## src/rtl/fifo_pkg.sv

```systemverilog
// fifo_pkg
// Shared constants and types for the FIFO read-side stream adapter.
//   RD_LATENCY : cycles from fifo_rd_en to valid fifo_dout
//   SKID_DEPTH : entries in the read-side skid buffer
//   OCC_WIDTH  : width of occupancy and buffer indices
//   occ_t      : occupancy / index type
//   idx_next() : circular index increment, wraps SKID_DEPTH-1 -> 0
package fifo_pkg;

    localparam int RD_LATENCY = 1;
    localparam int SKID_DEPTH = 3;
    localparam int OCC_WIDTH  = 2;

    typedef logic [OCC_WIDTH-1:0] occ_t;

    function automatic occ_t idx_next(input occ_t idx);
        return (idx == occ_t'(SKID_DEPTH - 1)) ? '0 : idx + occ_t'(1);
    endfunction

endpackage

```

## src/rtl/rd_skid_buf.sv

```systemverilog
// rd_skid_buf
// Three-entry circular buffer that absorbs the FIFO read latency.
// Ports:
//   clk, rst   : clock, asynchronous active-high reset
//   push       : write push_data at tail (caller never pushes when full)
//   push_data  : data to store
//   pop        : retire the head entry (caller never pops when empty)
//   occ        : number of stored entries, 0..3
//   head_data  : registered entry at head (zero after reset)
module rd_skid_buf
    import fifo_pkg::*;
#(
    parameter int DATA_WIDTH = 8
) (
    input  logic                  clk,
    input  logic                  rst,
    input  logic                  push,
    input  logic [DATA_WIDTH-1:0] push_data,
    input  logic                  pop,
    output occ_t                  occ,
    output logic [DATA_WIDTH-1:0] head_data
);

    logic [DATA_WIDTH-1:0] mem [SKID_DEPTH];
    occ_t head;
    occ_t tail;

    always_ff @(posedge clk or posedge rst) begin
        if (rst) begin
            head <= '0;
            tail <= '0;
            occ  <= '0;
            for (int i = 0; i < SKID_DEPTH; i++) begin
                mem[i] <= '0;
            end
        end else begin
            if (push) begin
                mem[tail] <= push_data;
                tail      <= idx_next(tail);
            end
            if (pop) begin
                head <= idx_next(head);
            end
            // Simultaneous push and pop leave occupancy unchanged.
            occ <= occ + occ_t'(push) - occ_t'(pop);
        end
    end

    // Head data comes straight from storage, so fifo_dout never reaches
    // the stream output in the cycle it arrives.
    assign head_data = mem[head];

endmodule

```

## src/rtl/fifo_rd_stream.sv

```systemverilog
// fifo_rd_stream
// Read-side consumer of the async FIFO: issues reads, captures the data one
// cycle later into a skid buffer and presents it as a valid/ready stream at
// full throughput. fifo_rd_en never depends on m_ready.
// Optional feature macro: FIFO_RD_CNT_EN adds rd_count, a wrapping count of
// accepted words.
// Ports:
//   clk, rst    : read-domain clock, asynchronous active-high reset
//   fifo_empty  : FIFO empty flag
//   fifo_rd_en  : FIFO read request
//   fifo_dout   : FIFO data, valid one cycle after fifo_rd_en
//   m_valid, m_ready, m_data : output stream
//   rd_count    : accepted-word count (FIFO_RD_CNT_EN only)
module fifo_rd_stream
    import fifo_pkg::*;
#(
    parameter int DATA_WIDTH = 8,
    parameter int CNT_WIDTH  = 16
) (
    input  logic                  clk,
    input  logic                  rst,
    input  logic                  fifo_empty,
    output logic                  fifo_rd_en,
    input  logic [DATA_WIDTH-1:0] fifo_dout,
    output logic                  m_valid,
    input  logic                  m_ready,
    output logic [DATA_WIDTH-1:0] m_data
`ifdef FIFO_RD_CNT_EN
    ,
    output logic [CNT_WIDTH-1:0]  rd_count
`endif
);

    if (RD_LATENCY != 1 || CNT_WIDTH < 1 || DATA_WIDTH < 1) begin : g_bad_param
        $error("fifo_rd_stream: unsupported parameter combination");
    end

    logic       pend;
    logic       pop;
    occ_t       occ;
    logic [2:0] inflight;

    // Words already buffered plus the one still in flight must fit the buffer.
    assign inflight   = {1'b0, occ} + {2'b00, pend};
    assign fifo_rd_en = !rst && !fifo_empty && (inflight < 3'(SKID_DEPTH));

    always_ff @(posedge clk or posedge rst) begin
        if (rst) begin
            pend <= 1'b0;
        end else begin
            pend <= fifo_rd_en;
        end
    end

    assign m_valid = (occ != '0);
    assign pop     = m_valid && m_ready;

    rd_skid_buf #(
        .DATA_WIDTH (DATA_WIDTH)
    ) u_skid (
        .clk       (clk),
        .rst       (rst),
        .push      (pend),
        .push_data (fifo_dout),
        .pop       (pop),
        .occ       (occ),
        .head_data (m_data)
    );

`ifdef FIFO_RD_CNT_EN
    always_ff @(posedge clk or posedge rst) begin
        if (rst) begin
            rd_count <= '0;
        end else if (pop) begin
            rd_count <= rd_count + CNT_WIDTH'(1);
        end
    end
`endif

endmodule

```

## config.mk

```make
export PLATFORM = sky130hd
export DESIGN_NAME = fifo_rd_stream
export DESIGN_NICKNAME = d
export VERILOG_FILES = /design/src/rtl/fifo_pkg.sv /design/src/rtl/rd_skid_buf.sv /design/src/rtl/fifo_rd_stream.sv
export SDC_FILE = /design/constraint.sdc
export NUM_CORES = 1
export LEC_CHECK = 0
export CORE_ASPECT_RATIO = 0.75
export CORE_MARGIN = 2
export CORE_UTILIZATION = 45
export CTS_BUF_LIST = sky130_fd_sc_hd__clkbuf_4
export CTS_CLUSTER_DIAMETER = 60
export DETAILED_ROUTE_END_ITERATION = 7
export PLACE_DENSITY = 0.71
export SLEW_MARGIN = 40
export SYNTH_ARGS = -nofsm -noshare
export SYNTH_HDL_FRONTEND = slang
export SYNTH_SLANG_ARGS = --single-unit
```

## constraint.sdc

```tcl
create_clock -name clk -period 1.6 [get_ports clk]
set_input_delay 0.24 -clock clk [delete_from_list [all_inputs] [get_ports clk]]
set_output_delay 0.24 -clock clk [all_outputs]
set_load 0.02 [all_outputs]
```

==> run summary, run 1 <==
status -> complete, but fails checks
failing checks -> setup timing
CTS Root Cell -> clkbuf_4
DPL Wire Length -> 1910 um
clock skew -> 0.00483 ns
cell family with most CP delay -> adder cells
Slew HR -> 73.9%
RSZ-0062 raised after global routing -> yes
die footprint -> 0.00362 mm2
port bufs -> 21
Yosys cell types -> 19
Ys Warns -> 0
H-tree Lvls -> 2
vias in the first global route -> 977
largest net degree at the start of global routing -> 32
VDD IR max -> 0.943 mV
Max Root-Sink Buffers -> 2
worst skew pair latency -> 0.34 ns
vias per cell -> 5.34
GR Layer Usage met3 -> 8.60%
CTS tree -> yes
Crit path largest cell delay -> 0.39 ns
Detailed Routing Iterations Pass 1 -> 4
Initial Util -> 47.6%
Tot GR Track Use -> 18.8%
Setup-failing EPs final -> 4
Final #Nets -> 162
initial antenna violation count -> 0
routed via count -> 987
hold_buf cts -> 0
Avg Cell Area, Syn -> 13.2 um2
cells along the critical path -> ha_2 -> ha_4 -> a2111oi_4 -> buf_4
Crit Path Class -> flop to output pin
# clock sinks -> 31
Final period util -> 117%
Critical Path AT -> 1.64 ns
max-slew violation count -> 0
I/O pin count -> 22
wirelength, routed -> 2870 um
layout cells sized above 1 -> 44.9%
Hold Path Class -> input port to asynchronous set/reset pin
grt total ovfl -> 0
DR WL/cell -> 15.5 um
CP Launch Type -> flop
GRT met1 Usage -> 21.4%
Syn-to-layout area delta -> 32.1%
pwr dens -> 2090 mW/mm2
worst-path maximum fanout -> 2
Worst Setup Slack, final -> -0.276 ns
gp weighted congestion -> 0.666
Synth Area in Compound Gates -> 5.38%
Synth Cell Area -> 0.00142 mm2
Die W -> 68.8 um
core box area -> 0.00298 mm2
Worst Max-Slew Pin Slew -> 0.392 ns
CTS buffer count -> 5
LEAKAGE -> 0.839 nW
Die Span Y -> 52.6 um
Critical Path Slowest Stage Cell -> dfrtp_1
ANT cells -> 0
minimum clock period -> 1.88 ns
required time of the critical path -> 1.36 ns
max frequency -> 0.533 GHz
mux contribution to synthesized area -> 26.3%
FP Rows -> 17
Max Cap Viol -> 0
Post-DRT Antenna Nets -> 0
sequential cell area fraction in the yosys report -> 54.7%
setup_tns -> -0.298 ns
final hold vios -> 0
combinational family with the most area after synthesis -> multiplexers
Worst path depth -> 4
first-pass GRT wire length -> 4530 um
Syn Inst Count -> 107
FF+latch count, synth -> 31
gr busiest metal -> met2
synthesized-area fraction occupied by and/or/nand/nor cells -> 5.91%
r2r worst-path depth -> 8
DRC viols -> 0
synthesized net count -> 123
post-synthesis xor/xnor area fraction -> 1.24%
Starting DRT DRC Count -> 37
Post-Synth Adder-Cell Area -> 3.53%
total power -> 3.91 mW
Clk pin slew, worst setup/hold paths -> 0.09 ns
met2 usage -> 29.6%
WP buf/inv -> 1
CP Capture Type -> output pin
state kept, by name (all words and copies together), names as in the netlist:
name,count
pend,1
u_skid.head,2
u_skid.mem,24
u_skid.occ,2
u_skid.tail,2
synthesized netlist by cell type:
cell type | count | share of area [%]
nor3b_4 | 1 | 1.3
a2111oi_0 | 1 | 0.62
clkbuf_1 | 1 | 0.26
ha_1 | 4 | 3.5
nand2_1 | 8 | 2.1
nor2b_1 | 1 | 0.44
or2_2 | 1 | 0.44
nand3b_2 | 1 | 0.79
a21o_1 | 1 | 0.53
nand3b_1 | 1 | 0.53
inv_1 | 6 | 1.6
o22ai_1 | 8 | 3.5
nor2_1 | 1 | 0.26
xnor2_1 | 2 | 1.2
mux2i_1 | 8 | 5.6
mux2_2 | 26 | 21
buf_2 | 3 | 1.1
o21ai_0 | 2 | 0.71
dfrtp_1 | 31 | 55
final timing paths:
path / start / endpoint / slack (ns)
setup / recovery: pend$_DFF_PP0_ / fifo_rd_en / -0.28
hold / removal: rst / pend$_DFF_PP0_ / 0.37
setup reg to reg: u_skid.occ[0]$_DFF_PP0_ / u_skid.occ[1]$_DFF_PP0_ / -0.01
hold reg to reg: u_skid.mem[5]$_DFFE_PP0P_ / u_skid.mem[5]$_DFFE_PP0P_ / 0.51
max in group asynchronous: rst / u_skid.mem[19]$_DFFE_PP0P_ / 0.95
min in group clk: fifo_empty / pend$_DFF_PP0_ / 0.49
cell usage in the layout, fill, tap and decap left out, drive strengths merged, types with 2 or more instances in the layout:
cell	count
xnor2	2
clkdlybuf4s50	11
mux2i	8
clkbuf	6
dfrtp	31
inv	6
clkinv	2
o22ai	8
o21ai	2
ha	4
buf	25
nand3b	2
nand2	8
mux2	26
timing repair:
action,4_1_cts,5_1_grt
endpoints found under the setup margin,11,11
pin swaps,3,2
setup buffers,1,1
cloned,0,2
gates resized for setup,48,12
where the power goes:
part           switching (mW)  total [mW]  internal (mW)
logic                   0.914        2.04           1.13
clock network           0.259       0.438          0.179
registers               0.255        1.43           1.18
total                    1.43        3.91           2.48
worst register-to-register path, delay by kind of cell (launching register included):
kind	cells	cell delay (ns)
AOI/OAI and AO/OA	1	0.12
xor gates and xnor gates	2	0.25
adders and majority gates	2	0.45
buffers and inverters	3	0.26
DFF	1	0.40
through the flow:
step                      util, %  instances  worst slack (ns)  instance area, um2  hold WS, ns
final                        62.9        185            -0.276                1870        0.369
after global routing         62.9        185            -0.352                1870        0.425
after CTS                    60.9        182            -0.297                1810        0.370
after detailed placement     59.9        173            -0.413                1780        0.494
after global placement       59.9        173            -0.383                1780        0.487
after floorplan                 -        107           -0.0193                1450        0.326
layer usage:
layer / vias to the layer above / share of wire (%)
met1: 500 / 44
met5: - / 0
li1: 463 / -
met2: 18 / 49
met4: 0 / 2.3
met3: 6 / 4.4
final cells by class:
| type | instances | area [um2] |
|---|---|---|
| fill | 228 | 1100 |
| sequential | 31 | 776 |
| multi-input combinational | 66 | 658 |
| timing repair buffer | 36 | 317 |
| tap | 38 | 47.5 |
| clock buffer | 6 | 45.0 |
| inverter | 6 | 22.5 |
| clock inverter | 2 | 7.51 |
kinds of logic after synthesis:
family	Yosys count
AND/OR/NAND/NOR	14
adder cells (fa/ha/maj)	4
flip-flops	31
multiplexers	34
XOR/XNOR	2
buffers and inverters	10
AO/OA/AOI/OAI	12
Power figures use the tool's default switching activity.
==> run 2, diff against run 1 <==
--- a/config.mk
+++ b/config.mk
@@ -12,7 +12,7 @@
 export CTS_CLUSTER_DIAMETER = 60
 export DETAILED_ROUTE_END_ITERATION = 7
 export PLACE_DENSITY = 0.71
-export SLEW_MARGIN = 40
+export SLEW_MARGIN = 20
 export SYNTH_ARGS = -nofsm -noshare
 export SYNTH_HDL_FRONTEND = slang
 export SYNTH_SLANG_ARGS = --single-unit
==> results of run 2 <==
No change in the layout: final DEF, timing and power equal those of run 1.
